==> config.mk <==
export PLATFORM = sky130hd
export DESIGN_NAME = rasterizer_mem_arbiter_flat
export DESIGN_NICKNAME = d
export VERILOG_FILES = /design/src/rtl/rasterizer_mem_arbiter_if.sv /design/src/rtl/rasterizer_mem_arbiter.sv /design/src/flat_wrapper.sv
export SDC_FILE = /design/constraint.sdc
export NUM_CORES = 1
export LEC_CHECK = 0
export BUFFER_PORTS_ARGS = -buffer_cell sky130_fd_sc_hd__buf_2
export CORE_AREA = 3 3 151 153
export DETAILED_ROUTE_END_ITERATION = 8
export DIE_AREA = 0 0 154 156
export GPL_TIMING_DRIVEN = 0
export PLACE_DENSITY_LB_ADDON = 0.2
export SETUP_SLACK_MARGIN = 0.15
export SLEW_MARGIN = 20
export SYNTH_ARGS = -nofsm -noshare
export SYNTH_HDL_FRONTEND = slang
export SYNTH_SLANG_ARGS = --single-unit
==> constraint.sdc <==
create_clock -name clock -period 2.8 [get_ports clock]
set_clock_uncertainty 0.2 [all_clocks]
set_input_delay 0.56 -clock clock [delete_from_list [all_inputs] [get_ports clock]]
set_output_delay 0.56 -clock clock [all_outputs]
set_load 0.02 [all_outputs]
==> src/rtl/rasterizer_mem_arbiter_if.sv <==
// Avalon-MM style request/response bundle shared by the rasterizer requesters
// and the SDRAM bridge port of rasterizer_mem_arbiter.
interface rasterizer_mem_arbiter_if #(
    parameter int ADDR_W = 26
);
    logic [ADDR_W-1:0] address;
    logic              read;
    logic              write;
    logic [3:0]        byteenable;
    logic [31:0]       writedata;
    logic              waitrequest;
    logic [31:0]       readdata;
    logic              readdatavalid;

    modport master (
        output address, read, write, byteenable, writedata,
        input  waitrequest, readdata, readdatavalid
    );

    modport slave (
        input  address, read, write, byteenable, writedata,
        output waitrequest, readdata, readdatavalid
    );
endinterface

==> src/rtl/rasterizer_mem_arbiter.sv <==
// Round-robin arbiter sharing one Avalon-MM master between vertex fetch (m0) and pixel/z writer (m1).
// Define ARB_STATS_EN to enable the grant/stall statistics counters (otherwise tied to zero).
module rasterizer_mem_arbiter #(
    parameter int ADDR_W         = 26,
    parameter int TAG_DEPTH_LOG2 = 4,
    parameter int HOLD_MAX       = 16
) (
    input  logic                     clock,
    input  logic                     reset,
    rasterizer_mem_arbiter_if.slave  m0_if,
    rasterizer_mem_arbiter_if.slave  m1_if,
    rasterizer_mem_arbiter_if.master s_if,
    output logic                     err_unexpected_rdv,
    output logic [31:0]              stat_grants0,
    output logic [31:0]              stat_grants1,
    output logic [31:0]              stat_stall_cycles
);
    localparam int DEPTH  = 1 << TAG_DEPTH_LOG2;
    localparam int HOLD_W = $clog2(HOLD_MAX + 1);

    typedef enum logic [1:0] {IDLE, GRANT0, GRANT1} state_t;

    state_t                    state_q;
    logic                      last_grant_q;
    logic [HOLD_W-1:0]         hold_cnt_q;
    logic [TAG_DEPTH_LOG2-1:0] wr_ptr_q;
    logic [TAG_DEPTH_LOG2-1:0] rd_ptr_q;
    logic [TAG_DEPTH_LOG2:0]   count_q;
    logic                      err_q;
    logic                      tag_mem [DEPTH];

    logic              granted, sel, pend0, pend1, other_pend;
    logic              req_rd, req_wr, fifo_full, fifo_empty, read_block;
    logic              accepted, push, pop_ok, pop_tag, hold_hit, stalled, release_grant;
    logic              grant0_start, grant1_start;
    logic [ADDR_W-1:0] addr_mux;

    assign granted    = (state_q != IDLE);
    assign sel        = (state_q == GRANT1);
    assign pend0      = m0_if.read | m0_if.write;
    assign pend1      = m1_if.read | m1_if.write;
    assign other_pend = sel ? pend0 : pend1;
    assign req_rd     = sel ? m1_if.read  : m0_if.read;
    assign req_wr     = sel ? m1_if.write : m0_if.write;

    assign fifo_full  = (count_q == (TAG_DEPTH_LOG2+1)'(DEPTH));
    assign fifo_empty = (count_q == '0);
    // A full tag FIFO only holds back reads; writes produce no return and pass through.
    assign read_block = granted & fifo_full & req_rd;

    assign addr_mux          = sel ? m1_if.address : m0_if.address;
    assign s_if.address      = addr_mux;
    assign s_if.byteenable   = sel ? m1_if.byteenable : m0_if.byteenable;
    assign s_if.writedata    = sel ? m1_if.writedata  : m0_if.writedata;
    assign s_if.read         = granted & req_rd & ~read_block;
    assign s_if.write        = granted & req_wr;

    assign m0_if.waitrequest = (state_q == GRANT0) ? (s_if.waitrequest | read_block) : 1'b1;
    assign m1_if.waitrequest = (state_q == GRANT1) ? (s_if.waitrequest | read_block) : 1'b1;

    assign accepted = (s_if.read | s_if.write) & ~s_if.waitrequest;
    assign push     = s_if.read & ~s_if.waitrequest;
    assign pop_ok   = s_if.readdatavalid & ~fifo_empty;
    assign pop_tag  = tag_mem[rd_ptr_q];

    assign m0_if.readdatavalid = pop_ok & ~pop_tag;
    assign m1_if.readdatavalid = pop_ok &  pop_tag;
    assign m0_if.readdata      = s_if.readdata;
    assign m1_if.readdata      = s_if.readdata;

    // The transfer that brings the count to HOLD_MAX completes in the release cycle itself.
    assign hold_hit      = (hold_cnt_q == HOLD_W'(HOLD_MAX)) |
                           (accepted & (hold_cnt_q == HOLD_W'(HOLD_MAX - 1)));
    assign stalled       = s_if.waitrequest & (req_rd | req_wr);
    assign release_grant = granted & ~stalled & (~(req_rd | req_wr) | (hold_hit & other_pend));

    assign grant0_start  = (state_q == IDLE) & pend0 & (~pend1 | last_grant_q);
    assign grant1_start  = (state_q == IDLE) & pend1 & ~grant0_start;

    always_ff @(posedge clock or negedge reset) begin
        if (!reset) begin
            state_q      <= IDLE;
            last_grant_q <= 1'b1;
            hold_cnt_q   <= '0;
        end else begin
            case (state_q)
                IDLE: begin
                    if (grant0_start)      state_q <= GRANT0;
                    else if (grant1_start) state_q <= GRANT1;
                end
                default: begin
                    if (release_grant) begin
                        state_q      <= IDLE;
                        last_grant_q <= sel;
                        hold_cnt_q   <= '0;
                    end else if (accepted && hold_cnt_q != HOLD_W'(HOLD_MAX)) begin
                        hold_cnt_q <= hold_cnt_q + 1'b1;
                    end
                end
            endcase
        end
    end

    always_ff @(posedge clock) begin
        if (push) tag_mem[wr_ptr_q] <= sel;
    end

    always_ff @(posedge clock or negedge reset) begin
        if (!reset) begin
            wr_ptr_q <= '0;
            rd_ptr_q <= '0;
            count_q  <= '0;
            err_q    <= 1'b0;
        end else begin
            if (push)   wr_ptr_q <= wr_ptr_q + 1'b1;
            if (pop_ok) rd_ptr_q <= rd_ptr_q + 1'b1;
            case ({push, pop_ok})
                2'b10:   count_q <= count_q + 1'b1;
                2'b01:   count_q <= count_q - 1'b1;
                default: count_q <= count_q;
            endcase
            if (s_if.readdatavalid && fifo_empty) err_q <= 1'b1;
        end
    end

    assign err_unexpected_rdv = err_q;

`ifdef ARB_STATS_EN
    logic [31:0] grants0_q, grants1_q, stall_q;
    logic        stall_any;

    assign stall_any = (pend0 & m0_if.waitrequest) | (pend1 & m1_if.waitrequest);

    always_ff @(posedge clock or negedge reset) begin
        if (!reset) begin
            grants0_q <= '0;
            grants1_q <= '0;
            stall_q   <= '0;
        end else begin
            if (grant0_start && grants0_q != '1) grants0_q <= grants0_q + 1'b1;
            if (grant1_start && grants1_q != '1) grants1_q <= grants1_q + 1'b1;
            if (stall_any && stall_q != '1)      stall_q   <= stall_q + 1'b1;
        end
    end

    assign stat_grants0      = grants0_q;
    assign stat_grants1      = grants1_q;
    assign stat_stall_cycles = stall_q;
`else
    assign stat_grants0      = '0;
    assign stat_grants1      = '0;
    assign stat_stall_cycles = '0;
`endif
endmodule

==> src/flat_wrapper.sv <==
// flat-port wrapper written by rule: the top's interface ports become plain ports
module rasterizer_mem_arbiter_flat 
#(
    parameter int ADDR_W         = 26,
    parameter int TAG_DEPTH_LOG2 = 4,
    parameter int HOLD_MAX       = 16
)
  (clock, reset, err_unexpected_rdv, stat_grants0, stat_grants1, stat_stall_cycles, m0_if_address, m0_if_read, m0_if_write, m0_if_byteenable, m0_if_writedata, m0_if_waitrequest, m0_if_readdata, m0_if_readdatavalid, m1_if_address, m1_if_read, m1_if_write, m1_if_byteenable, m1_if_writedata, m1_if_waitrequest, m1_if_readdata, m1_if_readdatavalid, s_if_address, s_if_read, s_if_write, s_if_byteenable, s_if_writedata, s_if_waitrequest, s_if_readdata, s_if_readdatavalid);
  rasterizer_mem_arbiter_if #(.ADDR_W(ADDR_W)) m0_if_i ();
  rasterizer_mem_arbiter_if #(.ADDR_W(ADDR_W)) m1_if_i ();
  rasterizer_mem_arbiter_if #(.ADDR_W(ADDR_W)) s_if_i ();
  input  logic clock;
  input  logic reset;
  output logic err_unexpected_rdv;
  output logic [31:0] stat_grants0;
  output logic [31:0] stat_grants1;
  output logic [31:0] stat_stall_cycles;
  input wire logic [$bits(m0_if_i.address)-1:0] m0_if_address;
  input wire logic [$bits(m0_if_i.read)-1:0] m0_if_read;
  input wire logic [$bits(m0_if_i.write)-1:0] m0_if_write;
  input wire logic [$bits(m0_if_i.byteenable)-1:0] m0_if_byteenable;
  input wire logic [$bits(m0_if_i.writedata)-1:0] m0_if_writedata;
  output wire logic [$bits(m0_if_i.waitrequest)-1:0] m0_if_waitrequest;
  output wire logic [$bits(m0_if_i.readdata)-1:0] m0_if_readdata;
  output wire logic [$bits(m0_if_i.readdatavalid)-1:0] m0_if_readdatavalid;
  input wire logic [$bits(m1_if_i.address)-1:0] m1_if_address;
  input wire logic [$bits(m1_if_i.read)-1:0] m1_if_read;
  input wire logic [$bits(m1_if_i.write)-1:0] m1_if_write;
  input wire logic [$bits(m1_if_i.byteenable)-1:0] m1_if_byteenable;
  input wire logic [$bits(m1_if_i.writedata)-1:0] m1_if_writedata;
  output wire logic [$bits(m1_if_i.waitrequest)-1:0] m1_if_waitrequest;
  output wire logic [$bits(m1_if_i.readdata)-1:0] m1_if_readdata;
  output wire logic [$bits(m1_if_i.readdatavalid)-1:0] m1_if_readdatavalid;
  output wire logic [$bits(s_if_i.address)-1:0] s_if_address;
  output wire logic [$bits(s_if_i.read)-1:0] s_if_read;
  output wire logic [$bits(s_if_i.write)-1:0] s_if_write;
  output wire logic [$bits(s_if_i.byteenable)-1:0] s_if_byteenable;
  output wire logic [$bits(s_if_i.writedata)-1:0] s_if_writedata;
  input wire logic [$bits(s_if_i.waitrequest)-1:0] s_if_waitrequest;
  input wire logic [$bits(s_if_i.readdata)-1:0] s_if_readdata;
  input wire logic [$bits(s_if_i.readdatavalid)-1:0] s_if_readdatavalid;
  assign m0_if_i.address = m0_if_address;
  assign m0_if_i.read = m0_if_read;
  assign m0_if_i.write = m0_if_write;
  assign m0_if_i.byteenable = m0_if_byteenable;
  assign m0_if_i.writedata = m0_if_writedata;
  assign m0_if_waitrequest = m0_if_i.waitrequest;
  assign m0_if_readdata = m0_if_i.readdata;
  assign m0_if_readdatavalid = m0_if_i.readdatavalid;
  assign m1_if_i.address = m1_if_address;
  assign m1_if_i.read = m1_if_read;
  assign m1_if_i.write = m1_if_write;
  assign m1_if_i.byteenable = m1_if_byteenable;
  assign m1_if_i.writedata = m1_if_writedata;
  assign m1_if_waitrequest = m1_if_i.waitrequest;
  assign m1_if_readdata = m1_if_i.readdata;
  assign m1_if_readdatavalid = m1_if_i.readdatavalid;
  assign s_if_address = s_if_i.address;
  assign s_if_read = s_if_i.read;
  assign s_if_write = s_if_i.write;
  assign s_if_byteenable = s_if_i.byteenable;
  assign s_if_writedata = s_if_i.writedata;
  assign s_if_i.waitrequest = s_if_waitrequest;
  assign s_if_i.readdata = s_if_readdata;
  assign s_if_i.readdatavalid = s_if_readdatavalid;
  rasterizer_mem_arbiter #(.ADDR_W(ADDR_W), .TAG_DEPTH_LOG2(TAG_DEPTH_LOG2), .HOLD_MAX(HOLD_MAX)) u_core (.clock(clock), .reset(reset), .m0_if(m0_if_i), .m1_if(m1_if_i), .s_if(s_if_i), .err_unexpected_rdv(err_unexpected_rdv), .stat_grants0(stat_grants0), .stat_grants1(stat_grants1), .stat_stall_cycles(stat_stall_cycles));
endmodule
# After elaboration in Yosys (flattened, before gate mapping)
# Memory sizes are Yosys's and may differ from the RTL's.
# Index checks and enable logic that the tools add are counted.
# totals
out_inout_bits,229
mem_bits_rw,16
input_bits,164
memories,1
word_cells,86
register_bits,22
# op_classes
n_eq_ne,9
reduce_logical,11
muxes,17
n_addsub,5
bitwise,36
# mem_list
memory,depth,word_bits,read_ports,rd_clocked_by_memory_dff,wr,line,source
u_core.tag_mem,16,1,1,0,1,rasterizer_mem_arbiter.sv:30,logic tag_mem [DEPTH];
# ops
op,count
two-way mux 32 bit,1
two-way mux 26 bit,1
AND 1 bit,19
"adder 5 x 1 -> 5 bit, second input constant",2
"equality test 5 bit, second input constant",2
two-way mux 5 bit,2
one-hot mux 5 bit (2 select lines),1
NOT 1 bit,9
"adder 4 x 1 -> 4 bit, second input constant",2
two-way mux 2 bit,4
bitwise OR 1 bit,8
nonzero test 2 bit,4
two-way mux 1 bit,7
AND reduction 2 bit,3
"equality test 5 x 4 -> 1 bit, second input constant",1
zero test 5 bit,1
"!= test 5 bit, second input constant",1
"subtractor 5 x 1 -> 5 bit, second input constant",1
"equality test 2 x 1 -> 1 bit, second input constant",2
"equality test 2 bit, second input constant",2
two-way mux 4 bit,1
"!= test 3 x 1 -> 1 bit, second input constant",1
logical AND 1 bit,2
zero test 2 bit,1

# Logic depth before layout (Yosys ltp)
# Gate-level depths: netlist of the first run.
# logic_depth
word_depth,14
ltp_mapped,12
mapped_depth_nobuf,11

# Worst setup path before layout of the first run
# Ideal clock, no wire load.
# synth_timing
path_type,register -> register
startpoint,reg u_core.count_q[0]
endpoint,reg u_core.count_q[4]
setup_time_ns,0.127
required_time_ns,2.473
synth_period_minus_slack_ns,3.009
path_slack_ns,-0.209
n_path_buf,0
path_stages_with_launch,11
arrival_time_ns,2.682
cell_sequence,dfrtp_1 -> or4_1 -> o21ai_2 -> inv_1 -> ha_1 -> fa_1 -> a21o_1 -> a21oi_1 -> xor2_1 -> nor2_1 -> xor2_1
# synth_via
word_cells_on_any_way,15
classes_between,2 x add/sub; 3 x eq/ne; 1 x mux; 7 x bitwise; 2 x reduce/logical
# synth_lines
element,line,source
from (decl),rasterizer_mem_arbiter.sv:28,logic [TAG_DEPTH_LOG2:0] count_q;
from (signal assigned),rasterizer_mem_arbiter.sv:118,2'b10: count_q <= count_q + 1'b1;
from (signal assigned),rasterizer_mem_arbiter.sv:119,2'b01: count_q <= count_q - 1'b1;
from (signal assigned),rasterizer_mem_arbiter.sv:120,default: count_q <= count_q;
zero test 5 bit (*),rasterizer_mem_arbiter.sv:47,assign fifo_empty = (count_q == '0);
NOT 1 bit (*),rasterizer_mem_arbiter.sv:63,assign pop_ok = s_if.readdatavalid & ~fifo_empty;
AND 1 bit (*),rasterizer_mem_arbiter.sv:63,
named net u_core.pop_ok,rasterizer_mem_arbiter.sv:34,"logic accepted, push, pop_ok, pop_tag, hold_hit, stalled, release_grant;"
equality test 2 x 1 -> 1 bit / equality test 2 bit (equally long branches),rasterizer_mem_arbiter.sv:117,"case ({push, pop_ok})"
one-hot mux 5 bit (2 select lines) / nonzero test 2 bit (equally long branches),n/a,
# The timed path passes the listed nets; every way through them passes the cells marked *.
# A chain may end at the register's enable or synchronous reset.

# Worst setup path after layout of the first run
# layout_timing
startpoint,reg u_core.rd_ptr_q[0]
endpoint,out m1_if_readdatavalid
# layout_via
elab_chain_cells,2
# layout_lines
element,line,source
from (decl),rasterizer_mem_arbiter.sv:27,logic [TAG_DEPTH_LOG2-1:0] rd_ptr_q;
from (signal assigned),rasterizer_mem_arbiter.sv:116,if (pop_ok) rd_ptr_q <= rd_ptr_q + 1'b1;
memory (16 x 1 bit),n/a,
AND 1 bit,rasterizer_mem_arbiter.sv:67,assign m1_if.readdatavalid = pop_ok & pop_tag;
to (decl),flat_wrapper.sv:33,output wire logic [$bits(m1_if_i.readdatavalid)-1:0] m1_if_readdatavalid;
# Every way passes these cells.

==> metrics.md, run 1 <==
| Metric | Value |
|---|---|
| Status | finished, violations left |
| Failing checks | setup timing |
| Die W | 154 µm |
| Slowest CP cell | mux4_2 |
| Initial Utilization | a little under a fifth |
| Crit Path Max Fanout | 5 |
| Async set-reset flop share out of synthesis | 57.9% |
| Pin count of the biggest net entering global routing | 26 |
| Number of global-route vias before repair | 3897 |
| Int Pwr | 2.55 mW |
| Layout Nets | 1099 |
| CP Data Required Time | a little over 2 ns |
| Slowest stage delay, CP | roughly 0.52 ns |
| First-pass GRT wire length | about 24000 µm |
| Final RePlAce weighted congestion | 0.773 |
| Worst setup endpoint | m1_if_readdatavalid |
| Switch Pwr | 2.69 mW |
| First-pass DRT Iterations | 4 |
| Total track usage | 12.5% |
| EDFF count, synth | 16 |
| Fraction of power consumed by sequential logic | between 10% and 20% |
| Cell area after synthesis | around 4000 µm² |
| Iter 0 DRT Violations | 180 |
| IO Pins | about 390 |
| PortBufs | 264 |
| Wire per inst | around 14 µm |
| Die area | approximately 24000 µm² |
| Synth Warn # | 0 |
| Synth Flop Type | dfrtp_1 |
| Setup Crit Path Kind | reg2out |
| Num rows | 54 |
| Cells after Synth | 542 |
| Clk_lat worst skew | around 0.28 ns |
| Switching part of the total | 51.4% |
| Period utilisation layout | 101% |
| Combinational fraction of design power | 71.5% |
| CTS sink count | 38 |
| Total grt overflow | 0 |
| Core footprint | 21700 µm² |
| P per Cell Area | a little over 800 nW/µm² |
| Layout cells sized above 1 | 53.5% |
| Routed vias | 4208 |
| Slack of the critical path | -0.0330 ns |
| Critical Path AT | 2.07 ns |
| Worst slew margin | 62.3% |
| P&R area growth vs syn | 58.7% |
| Netlist cell types | between 50 and 60 |
| Placed Area | 6110 µm² |
| Max cap viols | 0 |
| Worst-Margin Slew | 0.565 ns |
| Remaining DRCs | 0 |
| Clk slew on worst S/H paths | 0.06 ns |
| CTS tree | built |
| Flop2flop setup slack | 0.10 ns |
| Average size of a mapped cell | 7.46 µm² |
| Start point of the critical path | u_core.rd_ptr_q[0]$_DFFE_PN0P_ |
| Max Root-Sink Buffers | 2 |
| Clock Power Share | between 10% and 20% |
| Total CTS buffers | 5 |
| Design Area, Final | 6420 µm² |
| Antenna Nets Post-Route | 0 |
| Area contributors post-synth | buf_4 30%, nand2_1 19%, dfrtp_1 13% |
| Vias per cell | 3.49 |
| Final hold viol count | 0 |
| Leak | 3.76 nW |
| Dpl ws | -0.305 ns |
| Clk root buf | clkbuf_16 |
| Fillers | ~2400 |
| R2r worst-path depth | 10 |
| # setup viols final | 2 |
| Fin. max-slew vios | 0 |
| Final wirelength | 16500 µm |
| Setup crit start kind | flip-flop |
| DIE HEIGHT | 156 µm |
| RSZ-0062 raised after global routing | yes |
| Sequential element share of the synthesized area | about a quarter |
| Synth Register Bits | 38 |
| Worst Setup End Kind | primary output |
| Initial antenna violation count | 4 |
| Most frequent CP cell | mux4_2 |
| Crit path time final | ~2.8 ns |
| Critical R2R Launch | u_core.count_q[1]$_DFFE_PN0P_ |
| Power consumption | 5.24 mW |
| Fmax | 353 MHz |
| Hpwl dp | 14300 µm |
| CTS H-tree depth | 2 |
| CP Cell Sequence | buf_6 -> mux4_2 -> mux4_2 -> nor2b_1 -> buf_2 |
| Worst Hold Class | in2async |
| Yosys top cell by area | buf_4 |
| Hold Slack | a little over 0.07 ns |
| Reg2reg end | u_core.count_q[4]$_DFFE_PN0P_ |
| VDD IR max | 418 µV |
| Yosys top cell area share | between 20% and 30% |
power by group through the flow:
stage               clock network [mW]  registers, mW  logic (mW)
floorplan                            0          0.937        2.42
global placement                     0          0.972        3.57
detailed placement                   0          0.973        3.57
CTS                              0.560          0.950        3.76
global route                     0.585          0.978        4.12
finish                           0.541          0.951        3.75
synth_stat cells, types with 2 or more instances:
cell type  number
buf_4         160
a21oi_1         5
nor3_1          4
edfxtp_1       16
buf_2           2
dfrtp_1        21
o21ai_2         2
o21ai_0         6
ha_1           12
buf_1           4
nor2_1         25
xnor2_1        10
mux4_2          5
nand3b_1        3
a21o_1          4
mux2i_1         2
a22oi_1         2
xor2_1          3
clkbuf_1       12
inv_2           2
nand4_1         2
inv_1           8
nand2b_1        3
nand2_1       202
logic make-up after synthesis:
logic type,Yosys count,share of synthesized area [%]
AO/OA/AOI/OAI,29,5.88
XOR/XNOR,13,2.81
adder cells (fa/ha/maj),13,4.21
buffers and inverters,190,32.8
flip-flops,38,25.5
multiplexers,8,3.56
other,1,0.0927
AND/OR/NAND/NOR,250,25.2
placed cells by master, fill, tap and decap left out, drive strengths merged, types with 3 or more instances in the layout:
| cell | n |
|---|---|
| clkinv | 3 |
| inv | 10 |
| buf | 446 |
| nand3b | 3 |
| mux4 | 5 |
| xor2 | 3 |
| o21ai | 8 |
| nand2b | 3 |
| edfxtp | 16 |
| a21oi | 5 |
| nor3 | 4 |
| dfrtp | 21 |
| ha | 12 |
| a21o | 4 |
| nand2 | 203 |
| clkbuf | 17 |
| xnor2 | 10 |
| conb | 96 |
| nor2 | 26 |
registers in the layout, indices dropped and copies added (netlist names):
signal and count:
u_core.tag_mem 16, u_core.count_q 5, u_core.hold_cnt_q 5, u_core.rd_ptr_q 4, u_core.wr_ptr_q 4, u_core.state_q 2
u_core.err_unexpected_rdv 1, u_core.last_grant_q 1
layout make-up:
| type | count | area, µm² | share of cell area [%] |
|---|---|---|---|
| antenna | 2 | 5.00 | 0.0780 |
| clock inverter | 2 | 8.76 | 0.136 |
| inverter | 11 | 46.3 | 0.721 |
| tap | 280 | 350 | 5.46 |
| clock buffer | 6 | 129 | 2.01 |
| multi-input combinational | 409 | 2100 | 32.6 |
| sequential | 38 | 1040 | 16.2 |
| buffer | 179 | 1320 | 20.5 |
| timing repair buffer | 278 | 1430 | 22.3 |
worst max-delay path, delay by kind of cell (launching register included):
| kind | cells | cell delay, ns |
|---|---|---|
| buf+inv | 2 | 0.29 |
| flops | 1 | 0.36 |
| mux | 2 | 1.01 |
| simple gates | 1 | 0.14 |
layer usage:
| layer | GRT usage (%) | share of wire (%) |
|---|---|---|
| met1 | 15.8 | 41 |
| met2 | 22.2 | 51 |
| met3 | 3.33 | 7.1 |
| met4 | 1.51 | 0.48 |
| met5 | 0 | 0.16 |
worst min path at each step:
stage / startpoint / endpoint / slack, ns
2_1_floorplan: reset / u_core.count_q[0]$_DFFE_PN0P_ / 0.06
5_1_grt: reset / u_core.wr_ptr_q[2]$_DFFE_PN0P_ / 0.11
3_3_place_gp: u_core.err_unexpected_rdv$_DFFE_PN0P_ / u_core.err_unexpected_rdv$_DFFE_PN0P_ / 0.24
4_1_cts: reset / u_core.wr_ptr_q[2]$_DFFE_PN0P_ / 0.10
3_5_place_dp: u_core.err_unexpected_rdv$_DFFE_PN0P_ / u_core.err_unexpected_rdv$_DFFE_PN0P_ / 0.24
6_report: reset / u_core.wr_ptr_q[2]$_DFFE_PN0P_ / 0.07
through the flow:
| stage | TNS [ns] | std cells | utilization [%] |
|---|---|---|---|
| after global routing | -0.196 | 1205 | 29.6 |
| after detailed placement | -2.22 | 1181 | 28.2 |
| final | -0.0351 | 1205 | 29.6 |
| after CTS | -0.0596 | 1199 | 29.4 |
| after floorplan | 0 | 637 | - |
| after global placement | -2.01 | 1181 | 28.2 |
repair_timing:
action / in CTS / in global routing
pin swaps: 5 / 3
hold buffers: 0 / 0
resized for setup: 23 / 8
setup buffers: 10 / 4
endpoints found under the setup margin: 65 / 15
(Power assumes the default switching activity.)
==> run 2: changes to the inputs <==
--- a/config.mk
+++ b/config.mk
@@ -5,6 +5,7 @@
 export SDC_FILE = /design/constraint.sdc
 export NUM_CORES = 1
 export LEC_CHECK = 0
+export ABC_AREA = 1
 export BUFFER_PORTS_ARGS = -buffer_cell sky130_fd_sc_hd__buf_2
 export CORE_AREA = 3 3 151 153
 export DETAILED_ROUTE_END_ITERATION = 8
==> metrics.md, run 2 <==
| Metric | Value |
|---|---|
| CTS tree | built |
| Fmax | 391 MHz (+11%) |
| Total track usage | 12.2% (-0.36 points) |
| R2r worst-path depth | 14 (+4) |
| Period utilisation layout | 91.3% (-9.9 points) |
| Routed vias | 4338 (+3.1%) |
| Cell area after synthesis | 4050 µm² (+0.22%) |
| Biggest register | u_core.tag_mem |
| Layout Nets | 1148 (+4.5%) |
| Yosys top cell area share | 29.8% (+0.12 points) |
| Iter 0 DRT Violations | 146 (-19%) |
| Average size of a mapped cell | 6.84 µm² (-8.4%) |
| Critical R2R Launch | u_core.count_q[1]$_DFFE_PN0P_ |
| Remaining DRCs | 0 (unchanged) |
| P&R area growth vs syn | 58.7% (about the same) |
| Initial antenna violation count | 2 (-2) |
| VDD IR max | 300 µV (-28%) |
| Final RePlAce weighted congestion | 0.779 (+0.78%) |
| Setup Crit Path Kind | reg2out |
| Area contributors post-synth | buf_4 30%, nand2_1 21%, dfrtp_1 13% |
| CP top delay family | buffers and inverters |
| Most common cell in the netlist | nand2_1 |
| Setup crit start kind | flip-flop |
| Total CTS buffers | 5 (unchanged) |
| Pin count of the biggest net entering global routing | 26 (unchanged) |
| Worst slew margin | 62.5% (+0.20 points) |
| Fin. max-slew vios | 0 (unchanged) |
| Flop2flop setup slack | 0.25 ns (+0.15 ns) |
| Slowest CP cell | dfrtp_1 |
| Crit path time final | 2.56 ns (-0.278 ns) |
| Yosys top cell by area | buf_4 |
| Critical Path AT | 1.80 ns (-0.27 ns) |
| # setup viols final | 0 (-2) |
| Hold Slack | 0.0689 ns (-0.00195 ns) |
| Clk slew on worst S/H paths | 0.06 ns (about the same) |
| RSZ-0062 raised after global routing | yes |
| Die W | 154 µm (unchanged) |
| Placed Cells incl. Taps | 1232 (+4.3%) |
| Final wirelength | 16400 µm (-0.66%) |
| CP Cell Sequence | nand2_4 -> buf_4 -> clkbuf_1 -> nand2_1 -> nand2_1 -> buf_2 |
| PortBufs | 264 (unchanged) |
| Commonest cells after routing, fill and taps aside | 259 x buf_2, 229 x nand2_1, 178 x buf_4, 96 x conb_1, 35 x nor2_1 |
| Diodes inserted | 0 (-2) |
| Reg2reg end | u_core.count_q[4]$_DFFE_PN0P_ |
| Synth Flop Type | dfrtp_1 |
| Max Root-Sink Buffers | 2 (unchanged) |
| Wire per inst | 13.1 µm (-4.4%) |
| First-pass GRT wire length | 23200 µm (-2.0%) |
| Sequential element share of the synthesized area | 25.5% (-0.055 points) |
| EDFF count, synth | 16 (unchanged) |
| Antenna Nets Post-Route | 0 (unchanged) |
| Status | finished, final reports clean |
| Num rows | 54 (unchanged) |
| Largest register FFs | 16 (unchanged) |
| Max cap viols | 0 (unchanged) |
| P per Cell Area | 852 nW/µm² (+4.3%) |
| Finished Layout Cells | 1252 (+3.9%) |
| IO Pins | 393 (unchanged) |
| Async set-reset flop share out of synthesis | 57.9% (unchanged) |
| CTS H-tree depth | 2 (unchanged) |
| Initial Utilization | 18.7% (+0.040 points) |
| Hpwl dp | 14300 µm (-0.10%) |
| Crit Path Max Fanout | 10 (+5) |
| First-pass DRT Iterations | 4 (unchanged) |
| Top cells by count, synth | 231 x nand2_1, 161 x buf_4, 39 x nor2_1, 21 x dfrtp_1, 21 x inv_1 |
| Number of global-route vias before repair | 4009 (+2.9%) |
| Synth Register Bits | 38 (unchanged) |
| Final core occ | 29.7% (+0.069 points) |
| Final hold viol count | 0 (unchanged) |
| Synth Warn # | 0 (unchanged) |
| Leak | 3.89 nW (+3.5%) |
| CP Data Required Time | 2.04 ns (about the same) |
| CTS sink count | 38 (unchanged) |
| Most common cell after layout, fill and taps aside | buf_2 |
| CP bufs+invs | 3 (+1) |
| Vias per cell | 3.46 (-0.78%) |
| Layout cells sized above 1 | 50.0% (-3.5 points) |
| Worst Hold Class | in2async |
| Cells after Synth | 593 (+9.4%) |
| Slowest stage delay, CP | 0.43 ns (-0.09 ns) |
| Clk_lat worst skew | 0.28 ns (about the same) |
| Netlist cell types | 31 (-39%) |
| DIE HEIGHT | 156 µm (unchanged) |
| Most frequent CP cell | nand2_1 |
| Clk root buf | clkbuf_16 |
| Total grt overflow | 0 (unchanged) |
| Die area | 24000 µm² (unchanged) |
| Core footprint | 21700 µm² (unchanged) |
| Worst-Margin Slew | 0.562 ns (-0.00300 ns) |
| Top Registers | u_core.tag_mem x16, u_core.count_q x5, u_core.hold_cnt_q x5 |
| CP Depth | 6 (+1) |
| Worst Setup End Kind | primary output |
run 2: changes by cell type after synthesis, sizes merged, moves of 7 or more:
| cell | before | now |
|---|---|---|
| a21oi | 5 | 12 |
| nor2 | 26 | 40 |
| nand3 | 1 | 9 |
| nand2 | 203 | 237 |
| o21ai | 8 | 19 |
| xnor2 | 10 | 3 |
| inv | 10 | 23 |
run 2: cell families (layout without fill, tap and decap cells):
family          Yosys count  after routing  synth area share, %
flops                    38             38                 25.5
simple gates            293            293                 29.1
other cells               1             96               0.0925
compound gates           39             39                 5.56
xor+xnor                  9              9                 1.94
fa+ha+maj                13             13                 4.20
buf+inv                 200            484                 33.7
run 2: repair_timing:
| item | CTS | global route |
|---|---|---|
| hold buffers | 0 | 0 |
| resized for setup | 21 | 34 |
| pin swaps | 1 | 5 |
| setup endpoints to repair | 66 | 59 |
| gates cloned | 0 | 1 |
| setup buffers | 3 | 8 |
run 2: worst reg2reg max path, stage by stage, from the launching register on:
cell and delay [ns]:
dfrtp_2 0.44, nor2_2 0.13, nand2_1 0.07, nor2_2 0.10, inv_1 0.08, nand2_4 0.09, inv_2 0.07, ha_4 0.19
fa_2 0.35, a21o_1 0.18, a21oi_1 0.11, inv_1 0.08, a21oi_2 0.13, o21ai_1 0.09, xnor2_1 0.12
run 2: worst max-delay path by stage:
stage / from / to
2_1_floorplan: m1_if_read / u_core.count_q[4]$_DFFE_PN0P_
3_3_place_gp: u_core.state_q[0]$_DFFE_PN0P_ / m1_if_waitrequest
3_5_place_dp: u_core.state_q[0]$_DFFE_PN0P_ / m1_if_waitrequest
4_1_cts: u_core.count_q[0]$_DFFE_PN0P_ / u_core.count_q[4]$_DFFE_PN0P_
5_1_grt: u_core.state_q[0]$_DFFE_PN0P_ / u_core.count_q[4]$_DFFE_PN0P_
6_report: u_core.state_q[1]$_DFFE_PN0P_ / s_if_writedata[3]
run 2: cell type report:
class,count,area (µm²)
Buffer,176,1340
Clock buffer,6,129
Clock inverter,2,8.76
Fill cell,2479,15300
Inverter,24,97.6
Multi-Input combinational cell,450,2050
Sequential cell,38,1030
Tap cell,280,350
Timing Repair Buffer,276,1430
run 2: per-stage QoR:
stage          setup WS, ns  area, µm²  power, mW  setup TNS, ns
2_1_floorplan         0.176       4420       3.39              0
3_3_place_gp         -0.231       6090       4.67          -1.52
3_5_place_dp         -0.185       6090       4.68          -1.19
4_1_cts               0.151       6300       5.36              0
5_1_grt              0.0751       6430       5.94              0
6_report              0.245       6430       5.48              0
run 2: report_power, final:
part	internal (mW)	switching, mW	total [mW]
clock	0.326	0.223	0.549
combinational	1.44	2.55	3.99
sequential	0.791	0.151	0.942
run 2: routing by layer:
metal | GRT usage [%] | part of all wire (%)
met1 | 13.4 | 37
met2 | 23.4 | 55
met3 | 3.55 | 7.2
met4 | 2.14 | 0.96
met5 | 0 | 0.21
==> run 3: changes to the inputs <==
==> constraint.sdc (replaced) <==
create_clock -name clock -period 2.7 [get_ports clock]
set_clock_uncertainty 0.2 [all_clocks]
set_input_delay 0.54 -clock clock [delete_from_list [all_inputs] [get_ports clock]]
set_output_delay 0.54 -clock clock [all_outputs]
set_load 0.02 [all_outputs]
==> metrics.md, run 3 (synthesis gave the netlist of run 2 again) <==
| Metric | Value |
|---|---|
| Status | finished, final reports clean |
| Slowest stage delay, CP | 0.44 ns (about the same) |
| First-pass DRT Iterations | 4 (unchanged) |
| GR met3 Demand/Resource | 3.69% (+0.14 points) |
| Critical R2R Launch | u_core.state_q[1]$_DFFE_PN0P_ |
| Pin count of the biggest net entering global routing | 26 (unchanged) |
| CP Data Required Time | 1.96 ns (-0.08 ns) |
| IO Pins | 393 (unchanged) |
| Largest register FFs | 16 (unchanged) |
| Max Root-Sink Buffers | 2 (unchanged) |
| Clk_lat worst skew | 0.28 ns (about the same) |
| Worst Hold Class | in2async |
| Met1 usage | 14.3% (+0.93 points) |
| Worst slew margin | 63.5% (+0.95 points) |
| Wire per inst | 13.6 µm (+3.5%) |
| Num rows | 54 (unchanged) |
| P per Cell Area | 915 nW/µm² (+7.4%) |
| Layout cells sized above 1 | 52.0% (+2.0 points) |
| Total CTS buffers | 5 (unchanged) |
| Hold Slack | 0.0435 ns (-0.0255 ns) |
| Top Registers | u_core.tag_mem x16, u_core.count_q x5, u_core.hold_cnt_q x5 |
| P&R area growth vs syn | 64.7% |
| Number of global-route vias before repair | 3992 (-0.42%) |
| Initial antenna violation count | 1 (-1) |
| Worst Setup End Kind | primary output |
| Flop2flop setup slack | 0.23 ns (-0.02 ns) |
| First-pass GRT wire length | 24000 µm (+3.8%) |
| Vias per cell | 3.51 (+1.2%) |
| Setup crit start kind | flip-flop |
| Start point of the critical path | u_core.state_q[1]$_DFFE_PN0P_ |
| Slack of the critical path | 0.226 ns (-0.0182 ns) |
| Register Area | 1030 µm² (unchanged) |
| Final RePlAce weighted congestion | 0.811 (+4.1%) |
| Max cap viols | 0 (unchanged) |
| Total track usage | 12.7% (+0.53 points) |
| Antenna Nets Post-Route | 0 (unchanged) |
| CTS sink count | 38 (unchanged) |
| Finished Layout Cells | 1262 (+0.80%) |
| Routed vias | 4425 (+2.0%) |
| Period utilisation layout | between 90% and 100% |
| Final hold viol count | 0 (unchanged) |
| PortBufs | 264 (unchanged) |
| Total grt overflow | 0 (unchanged) |
| Busiest layer in global routing | met2 |
| Die area | 24000 µm² (unchanged) |
| Initial Utilization | 18.7% (unchanged) |
| Clk root buf | clkbuf_16 |
| Setup Crit Path Kind | reg2out |
| DIE HEIGHT | 156 µm (unchanged) |
| Core footprint | 21700 µm² (unchanged) |
| Critical Path AT | 1.73 ns (-0.07 ns) |
| Placed Cells incl. Taps | 1232 (unchanged) |
| # setup viols final | 0 (unchanged) |
| RSZ-0062 raised after global routing | yes |
| Fmax | 404 MHz |
| CTS tree | built |
| GR met2 Demand/Resource | 24.3% (+0.92 points) |
| CTS H-tree depth | 2 (unchanged) |
| Crit Path Max Fanout | 10 (unchanged) |
| VDD IR max | 383 µV (+27%) |
| Commonest cells after routing, fill and taps aside | 250 x buf_2, 223 x nand2_1, 189 x buf_4, 96 x conb_1, 34 x nor2_1 |
| Iter 0 DRT Violations | 145 (-0.68%) |
| Final wirelength | 17100 µm (+4.3%) |
| R2r worst-path depth | 14 (unchanged) |
| Most common cell after layout, fill and taps aside | buf_2 |
| Remaining DRCs | 0 (unchanged) |
| Design Area, Final | 6680 µm² (+3.7%) |
| Placed Area | 6100 µm² (+0.16%) |
| CP Cell Sequence | nand2_4 -> buf_12 -> clkinvlp_4 -> buf_8 -> buf_8 -> nand2_1 -> nand2_1 -> buf_4 |
| Worst setup endpoint | s_if_address[11] |
| Multi-input gate area | 2120 µm² (+3.5%) |
| Layout Nets | 1157 (+0.78%) |
| Worst-Margin Slew | 0.548 ns (-0.0143 ns) |
| Dpl ws | -0.249 ns (-0.0638 ns) |
| Leak | 3.97 nW (+2.1%) |
| Die W | 154 µm (unchanged) |
| Slowest CP cell | dfrtp_2 |
| # hold bufs at CTS | 0 (unchanged) |
| Clk slew on worst S/H paths | 0.06 ns (about the same) |
| Hpwl dp | 14600 µm (+2.4%) |
| Fillers | 2491 (+0.48%) |
| Crit path time final | 2.47 ns |
| Reg2reg end | u_core.count_q[4]$_DFFE_PN0P_ |
| Power consumption | 6.11 mW (+11%) |
| Fin. max-slew vios | 0 (unchanged) |
| Biggest register | u_core.tag_mem |
## run 3: area by class of cell
cell class	count	area share [%]
antenna	1	0.0375
buffer	176	20.4
clock buffer	7	2.14
clock inverter	1	0.0750
inverter	24	1.56
multi-input combinational	450	31.8
sequential	38	15.5
tap	280	5.25
timing repair buffer	285	23.2
## run 3: power breakdown
group / internal (mW) / switching (mW)
registers: 0.820 / 0.137
logic: 1.74 / 2.81
clock network: 0.366 / 0.228
total: 2.93 / 3.18
## run 3: how the worst min path moves through the flow
stage	startpoint	endpoint	slack (ns)	cells after the start
global placement	u_core.err_unexpected_rdv$_DFFE_PN0P_	u_core.err_unexpected_rdv$_DFFE_PN0P_	0.23	1
floorplan	reset	u_core.count_q[0]$_DFFE_PN0P_	0.04	0
global route	reset	u_core.err_unexpected_rdv$_DFFE_PN0P_	0.1	1
finish	reset	u_core.rd_ptr_q[2]$_DFFE_PN0P_	0.04	1
CTS	reset	u_core.rd_ptr_q[2]$_DFFE_PN0P_	0.08	1
detailed placement	u_core.err_unexpected_rdv$_DFFE_PN0P_	u_core.err_unexpected_rdv$_DFFE_PN0P_	0.25	1
## run 3: layer usage
layer	vias to the layer above	share of wire, %
li1	2355	-
met1	1913	37
met2	149	55
met3	6	7.5
met4	2	0.33
met5	-	0.12
## run 3: critical path, delay by kind of cell, from the launching register on
kind | cells | cell delay [ns]
buffers and inverters | 5 | 0.73
flip-flops | 1 | 0.44
AND/OR/NAND/NOR | 3 | 0.27
## run 3: stage by stage
| step | utilization, % | setup TNS, ns |
|---|---|---|
| finish | 30.8 | 0 |
| global route | 30.8 | 0 |
| CTS | 29.5 | 0 |
| detailed placement | 28.1 | -2.18 |
| global placement | 28.1 | -2.28 |
| floorplan | - | 0 |
## run 3: what timing repair did
action                     CTS  global route
gates resized for setup     29            64
pin swaps                    3            18
setup endpoints to repair   66            47
buffers inserted             8            11
cloned                       1             1
